[config.mk]
export PLATFORM = sky130hd
export DESIGN_NAME = sad_lane_engine
export DESIGN_NICKNAME = d
export VERILOG_FILES = /design/src/rtl/sad_lane_engine.sv
export SDC_FILE = /design/constraint.sdc
export NUM_CORES = 1
export LEC_CHECK = 0
export ABC_AREA = 1
export CAP_MARGIN = 20
export CORE_MARGIN = 4
export CORE_UTILIZATION = 55
export CTS_BUF_LIST = sky130_fd_sc_hd__clkbuf_4
export DETAILED_ROUTE_END_ITERATION = 10
export PLACE_DENSITY = 0.83
export SLEW_MARGIN = 20
export SYNTH_ARGS = -nofsm -noshare
export SYNTH_HDL_FRONTEND = slang
export SYNTH_HIERARCHICAL = 1
export SYNTH_SLANG_ARGS = --single-unit
[constraint.sdc]
create_clock -name clk -period 5.6 [get_ports clk]
set_clock_uncertainty 0.05 [all_clocks]
set_input_delay 1.68 -clock clk [delete_from_list [all_inputs] [get_ports clk]]
set_output_delay 1.68 -clock clk [all_outputs]
set_load 0.05 [all_outputs]
[src/rtl/sad_lane_engine.sv]
// Multi-lane SAD engine: fetches LANES pixel pairs per beat, runs |A-B| -> lane sum -> accumulate.
// Optional build macro SAD_SAT_EN: saturating accumulator with a sticky ovf flag (wraps when undefined).

module sad_lane_absdiff #(
    parameter int DATA_W = 8
) (
    input  logic              clk,
    input  logic              rst,
    input  logic              i_en,
    input  logic              i_sgn,
    input  logic [DATA_W-1:0] i_a,
    input  logic [DATA_W-1:0] i_b,
    output logic [DATA_W:0]   o_ad
);
    logic [DATA_W:0]   w_ae, w_be, w_neg, w_abs;
    logic [DATA_W+1:0] w_diff;
    logic [DATA_W:0]   r_ad;

    assign w_ae   = {i_sgn & i_a[DATA_W-1], i_a};
    assign w_be   = {i_sgn & i_b[DATA_W-1], i_b};
    // one extra bit keeps the borrow so the sign of the difference is exact
    assign w_diff = {w_ae[DATA_W], w_ae} - {w_be[DATA_W], w_be};
    assign w_neg  = ~w_diff[DATA_W:0] + {{DATA_W{1'b0}}, 1'b1};
    assign w_abs  = w_diff[DATA_W+1] ? w_neg : w_diff[DATA_W:0];

    always_ff @(posedge clk or posedge rst) begin
        if (rst)       r_ad <= '0;
        else if (i_en) r_ad <= w_abs;
    end

    assign o_ad = r_ad;
endmodule

module sad_lane_engine #(
    parameter int DATA_W = 8,
    parameter int LANES  = 4,
    parameter int DEPTH  = 256,
    parameter int SAD_W  = 32,
    parameter int ADDR_W = (DEPTH / LANES > 1) ? $clog2(DEPTH / LANES) : 1
) (
    input  logic                    clk,
    input  logic                    rst,
    input  logic                    go,
    input  logic                    sgn,
    input  logic [LANES*DATA_W-1:0] A_data,
    input  logic [LANES*DATA_W-1:0] B_data,
    output logic [ADDR_W-1:0]       AB_addr,
    output logic                    AB_rd,
    output logic                    busy,
    output logic                    done,
    output logic [SAD_W-1:0]        sad,
    output logic                    ovf
);
    localparam int W     = DEPTH / LANES;
    localparam int SUM_W = DATA_W + 1 + $clog2(LANES);
    localparam logic [ADDR_W-1:0] LAST_ADDR = ADDR_W'(W - 1);

    typedef enum logic [1:0] {S_IDLE, S_RUN, S_DRAIN, S_DONE} state_t;

    state_t                    r_state, w_next;
    logic [ADDR_W-1:0]         r_addr;
    logic [1:0]                r_dcnt;
    logic                      r_sgn;
    logic [1:0]                r_vld_pipe;
    logic [LANES-1:0][DATA_W:0] w_ad;
    logic [SUM_W-1:0]          w_tree, r_s2;
    logic [SAD_W-1:0]          r_acc, r_sad, w_acc_nx;
    logic                      w_start, w_finish;

    always_ff @(posedge clk or posedge rst) begin
        if (rst) r_state <= S_IDLE;
        else     r_state <= w_next;
    end

    always_comb begin
        w_next = r_state;
        case (r_state)
            S_IDLE:  if (go) w_next = S_RUN;
            S_RUN:   if (r_addr == LAST_ADDR) w_next = S_DRAIN;
            S_DRAIN: if (r_dcnt == 2'd2) w_next = S_DONE;
            S_DONE:  w_next = S_IDLE;
            default: w_next = S_IDLE;
        endcase
    end

    assign w_start  = (r_state == S_IDLE) && go;
    assign w_finish = (r_state == S_DRAIN) && (w_next == S_DONE);

    assign AB_addr = r_addr;
    assign AB_rd   = (r_state == S_RUN);
    assign busy    = (r_state != S_IDLE);
    assign done    = (r_state == S_DONE);
    assign sad     = r_sad;

    always_ff @(posedge clk or posedge rst) begin
        if (rst) begin
            r_addr <= '0;
            r_dcnt <= '0;
            r_sgn  <= 1'b0;
        end else begin
            case (r_state)
                S_IDLE: if (go) begin
                    r_addr <= '0;
                    r_sgn  <= sgn;
                end
                S_RUN: begin
                    if (r_addr != LAST_ADDR) r_addr <= r_addr + 1'b1;
                    r_dcnt <= '0;
                end
                S_DRAIN: r_dcnt <= r_dcnt + 1'b1;
                default: ;
            endcase
        end
    end

    // S1: one |A-B| register per lane, loaded on every read beat
    for (genvar l = 0; l < LANES; l++) begin : g_lane
        sad_lane_absdiff #(.DATA_W(DATA_W)) u_ad (
            .clk   (clk),
            .rst   (rst),
            .i_en  (AB_rd),
            .i_sgn (r_sgn),
            .i_a   (A_data[l*DATA_W +: DATA_W]),
            .i_b   (B_data[l*DATA_W +: DATA_W]),
            .o_ad  (w_ad[l])
        );
    end

    always_comb begin
        w_tree = '0;
        for (int l = 0; l < LANES; l++) w_tree = w_tree + SUM_W'(w_ad[l]);
    end

`ifdef SAD_SAT_EN
    logic [SAD_W:0] w_sum;
    logic           r_ovf_acc, r_ovf;

    assign w_sum    = {1'b0, r_acc} + (SAD_W+1)'(r_s2);
    assign w_acc_nx = w_sum[SAD_W] ? {SAD_W{1'b1}} : w_sum[SAD_W-1:0];

    always_ff @(posedge clk or posedge rst) begin
        if (rst) begin
            r_ovf_acc <= 1'b0;
            r_ovf     <= 1'b0;
        end else begin
            if (w_start)                           r_ovf_acc <= 1'b0;
            else if (r_vld_pipe[1] && w_sum[SAD_W]) r_ovf_acc <= 1'b1;
            if (w_finish) r_ovf <= r_ovf_acc;
        end
    end

    assign ovf = r_ovf;
`else
    assign w_acc_nx = r_acc + SAD_W'(r_s2);
    assign ovf      = 1'b0;
`endif

    // S2 lane sum and S3 accumulate; valid bits track beats through the flush
    always_ff @(posedge clk or posedge rst) begin
        if (rst) begin
            r_vld_pipe <= '0;
            r_s2       <= '0;
            r_acc      <= '0;
            r_sad      <= '0;
        end else begin
            r_vld_pipe <= {r_vld_pipe[0], AB_rd};
            if (r_vld_pipe[0]) r_s2 <= w_tree;
            if (w_start)            r_acc <= '0;
            else if (r_vld_pipe[1]) r_acc <= w_acc_nx;
            if (w_finish) r_sad <= r_acc;
        end
    end
endmodule

==> results.toml, run 1 <==
[outcome]
outcome = "finished, final reports clean"

[timing]
tightest_slew_ns = 1.02
final_hold_slack_ns = 0.435
finalCritPeriodShare_pct = 76.9
finalMaxSlewViolations = 0
grt_setup_unrepaired = "no"
fmax_mhz = 232
final_report_hold_violation_count = 0
final.setup.tns_ns = 0
finalWorstPathRequiredPeriod_ns = 4.31
report.final.setup_viol = 0
relSlewSlack_pct = 31.9

[global_route]
groute.usage.overall_pct = 21.7
pin_count_of_the_biggest_net_entering_global_routing = 52
grt_overflow = 0
grt_pass1_wl_mm = 37.7
grt_pass1_vias = 8785
initial_antenna_violation_count = 1

[worst_setup_path]
timing.critical_path.from = "r_state[1]$_DFF_PP0_"
r2r-end = "r_s2[9]$_DFFE_PP0P_"
endpoint_kind = "primary output"
cp_cell_sequence = "inv_1 -> ha_1 -> buf_4 -> clkdlybuf4s50_1"
worstPathRequired_ns = 3.87
cpPeakStageDelay_ns = 0.90
worst_setup_path_start_kind = "flip-flop"
startpoint_of_the_lowest_slack_register_to_register_path = "g_lane[0].u_ad/o_ad[1]$_DFFE_PP0P_"
worstPathMaxFanout = 47
crit_cells = 4
cpLargestDelayFamily = "buffers and inverters"
last_element_of_the_critical_path = "AB_rd"
worstRegToRegCells = 15
cp.buffers_inverters = 3
slowest_stage = "sky130_fd_sc_hd__clkdlybuf4s50_1"
setup.worst_path.class = "flip-flop to primary output"
reg2reg_slack_ns = 2.68
critical_path_arrival_ns = 2.58

[yosys]
netlist_instances = 1480
syn_nets = 1638
postSynthRegisterBits = 124
ys_seq_area_share_pct = 30.4
synth_top_cell_area_share_pct = 30.4
syn-cell-area_mm2 = 0.0102
synth_area_leader_cell = "sky130_fd_sc_hd__dfrtp_1"
synth.distinct_cells = 49
post_synth_main_area_contributors = "sky130_fd_sc_hd__dfrtp_1 (30%), sky130_fd_sc_hd__nand2_1 (16%), sky130_fd_sc_hd__inv_1 (9.1%), sky130_fd_sc_hd__ha_1 (8.2%), sky130_fd_sc_hd__nand3_1 (7.1%)"
yosys_warnings = 6
synthesis.area_per_instance_um2 = 6.90

[detailed_routing]
route.final.wire_length_mm = 21.5
postRouteAntennaNets = 0
drtIter0Drc = 476
avgRoutedWirePerCell_um = 11.7
dr.pass1.iters = 7
drc = 0
num_vias = 9364
viasPerCell = 5.11

[cells_and_area]
finish.instance_area_mm2 = 0.0117
postLayoutCoreUtil_pct = 64.6
final_layout_size_suffix_gt1_share_pct = 7.87
finalNetCount = 1747
fillers = 1620
syn_to_final_growth_pct = 14.4

[placement]
io_buffer_count = 108
detailedPlacementHpwl_mm = 17.2
postPlaceCellArea_mm2 = 0.0114
place.gp.congestion = 0.958

[clock_tree]
holdBufCountCts = 0
cts_clk_pin_slew_worst_paths_ns = 0.11
cts.repair.resized = 0
max-clock-path-buffers = 2
clock-root-buffer = "sky130_fd_sc_hd__clkbuf_4"
post-cts-setup-buffer-count = 0
number_of_clock_buffers_inserted_by_tritoncts = 17
tritoncts_num_sinks = 124
cts_tree = "yes"
worstSkewPairLatency_ns = 0.54
htree_num_levels = 4

[floorplanning]
std_cell_rows = 49
die_area_mm2 = 0.0208
die_w_um = 144
coreArea_mm2 = 0.0181
fp.dieH_um = 144
floorplan.initialDensity_pct = 56.5
boundaryPins = 110

[power_and_ir_drop]
ir_worst_vdd_mv = 0.475
power_per_cell_area_mw_per_mm2 = 510
p_leak_nw = 6.35

[job]
max_cap_viol_count = 0

[hold_path]
worstHoldStart = "sad[6]$_DFFE_PP0P_"
hp-class = "flip-flop to flip-flop"
synthesized netlist by cell type, drive strengths merged:
master and number:
o22ai 1, clkinv 8, o21a 2, or2 9, xor2 6, nor3b 3
nand2 485, o21bai 2, nand3 158, buf 16, fa 23, xnor2 3
a21oi 51, o21ai 85, nand4 22, clkbuf 8, a31oi 9, o211ai 1
a32o 1, nor3 17, conb 1, nor4 2, inv 263, nor2 95
ha 67, o31ai 4, a211oi 1, nor2b 1, and2 2, a22o 1
nand3b 9, dfrtp 124
cell usage in the layout, fill, tap and decap left out, types with 2 or more instances in the layout:
| master | instances |
|---|---|
| sky130_fd_sc_hd__nand2_1 | 438 |
| sky130_fd_sc_hd__inv_1 | 247 |
| sky130_fd_sc_hd__nand3_1 | 145 |
| sky130_fd_sc_hd__dfrtp_1 | 124 |
| sky130_fd_sc_hd__clkdlybuf4s50_1 | 108 |
| sky130_fd_sc_hd__nor2_1 | 88 |
| sky130_fd_sc_hd__o21ai_0 | 72 |
| sky130_fd_sc_hd__ha_1 | 67 |
| sky130_fd_sc_hd__a21oi_1 | 51 |
| sky130_fd_sc_hd__nand2_2 | 39 |
| sky130_fd_sc_hd__fa_1 | 23 |
| sky130_fd_sc_hd__nand4_1 | 22 |
| sky130_fd_sc_hd__clkbuf_4 | 20 |
| sky130_fd_sc_hd__nor3_1 | 16 |
| sky130_fd_sc_hd__inv_2 | 15 |
| sky130_fd_sc_hd__o21ai_1 | 13 |
| sky130_fd_sc_hd__nand3_2 | 12 |
| sky130_fd_sc_hd__clkinv_1 | 10 |
| sky130_fd_sc_hd__a31oi_1 | 9 |
| sky130_fd_sc_hd__nand3b_1 | 9 |
| sky130_fd_sc_hd__nand2_4 | 8 |
| sky130_fd_sc_hd__xor2_1 | 6 |
| sky130_fd_sc_hd__or2_1 | 6 |
| sky130_fd_sc_hd__buf_4 | 6 |
| sky130_fd_sc_hd__clkinv_2 | 5 |
| sky130_fd_sc_hd__nor2_4 | 3 |
| sky130_fd_sc_hd__xnor2_1 | 3 |
| sky130_fd_sc_hd__o31ai_1 | 3 |
| sky130_fd_sc_hd__nor3b_1 | 3 |
| sky130_fd_sc_hd__nor2_2 | 3 |
| sky130_fd_sc_hd__or2_2 | 2 |
| sky130_fd_sc_hd__o21bai_1 | 2 |
| sky130_fd_sc_hd__o21a_1 | 2 |
| sky130_fd_sc_hd__and2_1 | 2 |
| sky130_fd_sc_hd__nor4_1 | 2 |
| sky130_fd_sc_hd__clkinv_4 | 2 |
| sky130_fd_sc_hd__clkinvlp_4 | 2 |
cell families after synthesis:
group           Yosys count  synth area share, %
flops                   124                 30.4
compound gates          158                 8.51
fa+ha+maj                90                 12.7
other cells               1               0.0367
buf+inv                 295                 11.8
simple gates            803                 35.8
xor+xnor                  9                0.772
worst min-delay path, delay by kind of cell (launching register included):
family	cells	cell delay [ns]
AOI/OAI and AO/OA	1	0.06
DFF	1	0.35
and+or+nand+nor	1	0.05
area by class of cell:
cell class / count / area, um2 / area share (%)
antenna: 1 / 2.50 / 0.0214
clock buffer: 20 / 150 / 1.28
clock inverter: 12 / 98.8 / 0.846
inverter: 271 / 1020 / 8.71
multi-input combinational: 1061 / 5900 / 50.5
sequential: 124 / 3100 / 26.5
tap: 229 / 287 / 2.45
timing repair buffer: 114 / 1130 / 9.63
per-stage QoR:
stage | setup WS [ns] | std cells | total power [W]
after CTS | 1.24 | 1831 | 0.00598
after global placement | 1.55 | 1799 | 0.00525
after floorplan | 1.59 | 1480 | 0.00455
final | 1.29 | 1832 | 0.00597
after global routing | 1.15 | 1832 | 0.00669
after detailed placement | 1.48 | 1799 | 0.00538
flip-flops by register name, indices dropped and copies added (netlist names):
signal and flops:
r_dcnt 2, r_state 2, r_vld_pipe 2, g_lane.u_ad/o_ad 36, sad 32, r_acc 32, r_s2 11, AB_addr 6
r_sgn 1
routing by layer:
metal	part of all wire, %	GRT usage [%]	up-vias
met2	49	38.5	204
met5	0	0	-
met4	1.5	5.89	0
met1	45	27.7	4225
li1	-	-	4907
met3	4.0	3.08	28
where the power goes:
part / internal (W) / leakage (nW) / total, W / switching (W)
logic: 0.00146 / 4.60 / 0.00398 / 0.00252
clock network: 0.000231 / 0.138 / 0.000572 / 0.000341
registers: 0.00119 / 1.61 / 0.00142 / 0.000230
how the worst min path moves through the flow:
stage / slack (ns) / cells past startpoint / end
after detailed placement: 0.42 / 2 / g_lane[1].u_ad/o_ad[5]$_DFFE_PP0P_
final: 0.44 / 2 / sad[6]$_DFFE_PP0P_
after global routing: 0.46 / 2 / sad[5]$_DFFE_PP0P_
after floorplan: 0.34 / 0 / r_vld_pipe[1]$_DFF_PP0_
after CTS: 0.44 / 2 / sad[6]$_DFFE_PP0P_
after global placement: 0.41 / 2 / sad[6]$_DFFE_PP0P_
(Power assumes the default switching activity.)
==> run 2: changes to the inputs <==
==> constraint.sdc (replaced) <==
create_clock -name clk -period 4.04 [get_ports clk]
set_clock_uncertainty 0.05 [all_clocks]
set_input_delay 1.212 -clock clk [delete_from_list [all_inputs] [get_ports clk]]
set_output_delay 1.212 -clock clk [all_outputs]
set_load 0.05 [all_outputs]
==> results.toml, run 2 (synthesized netlist as in run 1, its figures left out) <==
[global_route]
grt_pass1_wl_mm = 37.7
initial_antenna_violation_count = 1
groute.usage.overall_pct = 21.8
pin_count_of_the_biggest_net_entering_global_routing = 45
grt_overflow = 0
grt_pass1_vias = 8571

[timing]
fmax_mhz = 280
final_hold_slack_ns = 0.434
finalCritPeriodShare_pct = 88.4
relSlewSlack_pct = 42.3
finalMaxSlewViolations = 0
report.final.setup_viol = 0
tightest_slew_ns = 0.861
grt_setup_unrepaired = "no"
worst_slack_setup_final_ns = 0.470
final_report_hold_violation_count = 0
final.setup.tns_ns = 0
finalWorstPathRequiredPeriod_ns = 3.57

[detailed_routing]
num_vias = 9353
dr.pass1.iters = 5
drtIter0Drc = 615
avgRoutedWirePerCell_um = 12.0
route.final.wire_length_mm = 22.0
postRouteAntennaNets = 0
viasPerCell = 5.11
drc = 0

[cells_and_area]
syn_to_final_growth_pct = 14.7
postLayoutCoreUtil_pct = 64.8
finish.instance_area_mm2 = 0.0117
final_layout_size_suffix_gt1_share_pct = 7.69
largest_register_ffs = 36
most_common_library_cell_in_the_layout_ignoring_fill_and_taps = "sky130_fd_sc_hd__nand2_1"
layout_common_cells = "sky130_fd_sc_hd__nand2_1 (438), sky130_fd_sc_hd__inv_1 (247), sky130_fd_sc_hd__nand3_1 (145)"
finalNetCount = 1748

[floorplanning]
die_area_mm2 = 0.0208
fp.dieH_um = 144
floorplan.initialDensity_pct = 56.5
boundaryPins = 110
std_cell_rows = 49
die_w_um = 144
coreArea_mm2 = 0.0181

[power_and_ir_drop]
ir_worst_vdd_mv = 0.545
p_leak_nw = 6.36
power_per_cell_area_mw_per_mm2 = 718

[worst_setup_path]
critical_path_arrival_ns = 2.31
setup.worst_path.class = "flip-flop to primary output"
endpoint_kind = "primary output"
worstPathMaxFanout = 6
worstPathRequired_ns = 2.78
worst_setup_path_start_kind = "flip-flop"

[clock_tree]
cts_clk_pin_slew_worst_paths_ns = 0.10
clock-root-buffer = "sky130_fd_sc_hd__clkbuf_4"
post-cts-setup-buffer-count = 0
htree_num_levels = 4
tritoncts_num_sinks = 124
holdBufCountCts = 0
cts.repair.resized = 0
number_of_clock_buffers_inserted_by_tritoncts = 17
worstSkewPairLatency_ns = 0.52
max-clock-path-buffers = 2
cts_tree = "yes"

[placement]
place.gp.congestion = 0.920
detailedPlacementHpwl_mm = 17.7
pre_cts_ws_ns = 0.425
io_buffer_count = 108
postPlaceCellArea_mm2 = 0.0114

[job]
max_cap_viol_count = 0

[hold_path]
hp-class = "flip-flop to flip-flop"

[outcome]
outcome = "finished, final reports clean"
[run 2: changes by cell type in the layout (fill, tap and decap cells not counted), sizes merged]
cell / before / now
clkdlybuf4s50: 108 / 107
buf: 6 / 8
bufinv: 1 / 3
inv: 263 / 262
clkinv: 17 / 15
clkinvlp: 2 / 1
clkbuf: 20 / 19
[run 2: final timing paths]
check                                              startpoint                                  to  slack [ns]  cells past startpoint
setup / recovery                         r_state[0]$_DFF_PP0_                                busy        0.47                      4
hold / removal                             sad[8]$_DFFE_PP0P_                  sad[8]$_DFFE_PP0P_        0.43                      2
setup reg to reg           g_lane[0].u_ad/o_ad[1]$_DFFE_PP0P_                 r_s2[9]$_DFFE_PP0P_        1.07                     15
hold reg to reg                            sad[8]$_DFFE_PP0P_                  sad[8]$_DFFE_PP0P_        0.43                      2
max in group asynchronous                                 rst                  sad[9]$_DFFE_PP0P_        2.04                      3
min in group asynchronous                                 rst  g_lane[2].u_ad/o_ad[5]$_DFFE_PP0P_        1.07                      2
[run 2: critical path, stage by stage, from the launching register on]
cell and delay, ns:
sky130_fd_sc_hd__dfrtp_1 0.49, sky130_fd_sc_hd__inv_1 0.11, sky130_fd_sc_hd__ha_1 0.28, sky130_fd_sc_hd__inv_2 0.11, sky130_fd_sc_hd__clkdlybuf4s50_1 0.81
[run 2: layer usage]
layer	vias up	global-route usage [%]	part of all wire, %
met5	-	0	0
met3	23	2.78	4.0
li1	4908	-	-
met4	0	5.94	1.1
met2	221	38.1	50
met1	4201	28.6	45
[run 2: layout make-up]
cell class | count | area, um2
Sequential cell | 124 | 3100
Inverter | 271 | 1020
Antenna cell | 1 | 2.50
Timing Repair Buffer | 115 | 1130
Tap cell | 229 | 287
Multi-Input combinational cell | 1061 | 5900
Clock buffer | 19 | 143
Clock inverter | 10 | 126
Fill cell | 1600 | 6370
[run 2: where the power goes]
part | leakage (nW) | total (W) | switching (W) | internal [W]
combinational | 4.61 | 0.00557 | 0.00353 | 0.00203
sequential | 1.61 | 0.00198 | 0.000327 | 0.00165
clock | 0.144 | 0.000865 | 0.000440 | 0.000425
total | 6.36 | 0.00841 | 0.00430 | 0.00411
[run 2: through the flow]
step / power, W / std cells
final: 0.00841 / 1830
after CTS: 0.00841 / 1829
after detailed placement: 0.00749 / 1800
after global placement: 0.00729 / 1800
after global routing: 0.00935 / 1830
after floorplan: 0.00630 / 1480
==> run 3: changes to the inputs <==
--- a/config.mk
+++ b/config.mk
@@ -6,12 +6,14 @@
 export NUM_CORES = 1
 export LEC_CHECK = 0
 export ABC_AREA = 1
+export ABC_CLOCK_PERIOD_IN_PS = 4040
 export CAP_MARGIN = 20
-export CORE_MARGIN = 4
+export CORE_MARGIN = 1
 export CORE_UTILIZATION = 55
 export CTS_BUF_LIST = sky130_fd_sc_hd__clkbuf_4
 export DETAILED_ROUTE_END_ITERATION = 10
 export PLACE_DENSITY = 0.83
+export REMOVE_ABC_BUFFERS = 1
 export SLEW_MARGIN = 20
 export SYNTH_ARGS = -nofsm -noshare
 export SYNTH_HDL_FRONTEND = slang
==> results.toml, run 3 (synthesized netlist as in run 1, its figures left out) <==
[timing]
tightest_slew_ns = 0.616
relSlewSlack_pct = 58.9
worst_slack_setup_final_ns = 0.422
fmax_mhz = 276
finalMaxSlewViolations = 0
final_report_hold_violation_count = 0
grt_setup_unrepaired = "no"
final_hold_slack_ns = 0.435
finalCritPeriodShare_pct = 89.6
finalWorstPathRequiredPeriod_ns = 3.62
final.setup.tns_ns = 0
report.final.setup_viol = 0

[clock_tree]
worstSkewPairLatency_ns = 0.56
htree_num_levels = 4
max-clock-path-buffers = 2
clock-root-buffer = "sky130_fd_sc_hd__clkbuf_4"
number_of_clock_buffers_inserted_by_tritoncts = 17
post-cts-setup-buffer-count = 0
cts_tree = "yes"
tritoncts_num_sinks = 124
cts.repair.resized = 0
cts_clk_pin_slew_worst_paths_ns = 0.10
holdBufCountCts = 0

[worst_setup_path]
setup.worst_path.class = "flip-flop to primary output"
endpoint_kind = "primary output"
cpLargestDelayFamily = "buffers and inverters"
cp_cell_sequence = "inv_1 -> ha_1 -> inv_2 -> clkdlybuf4s50_1"
slowest_stage = "sky130_fd_sc_hd__clkdlybuf4s50_1"
worstPathRequired_ns = 2.78
critical_path_arrival_ns = 2.36
cp.buffers_inverters = 3
worst_setup_path_start_kind = "flip-flop"
worstPathMaxFanout = 6
cpPeakStageDelay_ns = 0.80

[outcome]
outcome = "complete, but fails checks"
failed_checks = "DRC"

[floorplanning]
floorplan.initialDensity_pct = 56.5
die_w_um = 138
boundaryPins = 110
std_cell_rows = 49
die_area_mm2 = 0.0191
fp.dieH_um = 138
coreArea_mm2 = 0.0181

[global_route]
grt_pass1_wl_mm = 38.3
initial_antenna_violation_count = 1
grt_pass1_vias = 8824
grt_overflow = 0
groute.usage.overall_pct = 24.1
pin_count_of_the_biggest_net_entering_global_routing = 61

[job]
max_cap_viol_count = 0

[placement]
place.gp.congestion = 0.930
dpl.cell_count = 1799
pre_cts_ws_ns = 0.423
detailedPlacementHpwl_mm = 17.2
io_buffer_count = 108

[hold_path]
hp-class = "flip-flop to flip-flop"

[cells_and_area]
multi_input_combinational_cell_area_mm2 = 0.00590
layout_common_cells = "sky130_fd_sc_hd__nand2_1 (438), sky130_fd_sc_hd__inv_1 (247), sky130_fd_sc_hd__nand3_1 (145)"
final_cell_count_no_fill = 1832
most_common_library_cell_in_the_layout_ignoring_fill_and_taps = "sky130_fd_sc_hd__nand2_1"
ff_latch_area_mm2 = 0.00310
finalNetCount = 1747
fillers = 1600
final_layout_size_suffix_gt1_share_pct = 7.87
syn_to_final_growth_pct = 14.8
largest_register_ffs = 36

[detailed_routing]
dr.pass1.iters = 8
route.final.wire_length_mm = 21.7
num_vias = 9480
drc = 4
viasPerCell = 5.17
drtIter0Drc = 577
postRouteAntennaNets = 0
avgRoutedWirePerCell_um = 11.8

[power_and_ir_drop]
p_leak_nw = 6.35
ir_worst_vdd_mv = 0.651
power_per_cell_area_mw_per_mm2 = 720
## run 3: cell count changes in the layout (fill, tap and decap cells not counted), sizes merged
cell and delta:
buf -1, bufinv -1, clkbuf -1, clkinv +1
clkinvlp +4
## run 3: cell type report
cell class,count,area share [%]
multi-input combinational,1061,50.3
inverter,271,8.69
sequential,124,26.5
clock buffer,18,1.15
antenna,1,0.0213
clock inverter,14,1.10
timing repair buffer,114,9.80
tap,229,2.44
## run 3: through the flow
step	total power [W]	cell area, um2	utilization, %
global placement	0.00736	11500	63.4
CTS	0.00844	11700	64.8
global route	0.00938	11700	64.8
finish	0.00844	11700	64.8
detailed placement	0.00758	11500	63.4
floorplan	0.00617	10000	-
## run 3: path summary, 6_finish.rpt
kind | from | end | slack, ns | depth (start not counted)
worst max-delay path | r_state[0]$_DFF_PP0_ | busy | 0.42 | 4
worst min-delay path | sad[4]$_DFFE_PP0P_ | sad[4]$_DFFE_PP0P_ | 0.44 | 2
worst max register to register | g_lane[1].u_ad/o_ad[1]$_DFFE_PP0P_ | r_s2[9]$_DFFE_PP0P_ | 1.12 | 15
worst min register to register | sad[4]$_DFFE_PP0P_ | sad[4]$_DFFE_PP0P_ | 0.44 | 2
max in group asynchronous | rst | r_acc[1]$_DFFE_PP0P_ | 2.16 | 3
min in group asynchronous | rst | g_lane[2].u_ad/o_ad[5]$_DFFE_PP0P_ | 1.02 | 2
## run 3: metal layers
layer / up-vias / part of all wire [%] / global-route usage, %
met5: - / 0 / 0
met4: 0 / 2.3 / 8.69
met3: 40 / 4.3 / 4.40
met2: 244 / 49 / 42.8
met1: 4302 / 45 / 29.3
li1: 4894 / - / -
## run 3: worst min-delay path, cell delays in order (launching register included)
cell and delay, ns:
sky130_fd_sc_hd__dfrtp_1 0.35, sky130_fd_sc_hd__o21ai_1 0.06, sky130_fd_sc_hd__nand2_1 0.05
## run 3: where the power goes
part | internal [W] | total, W | switching (W)
Combinational | 0.00206 | 0.00564 | 0.00358
Clock | 0.000361 | 0.000825 | 0.000465
Sequential | 0.00165 | 0.00197 | 0.000326
Total | 0.00407 | 0.00844 | 0.00437
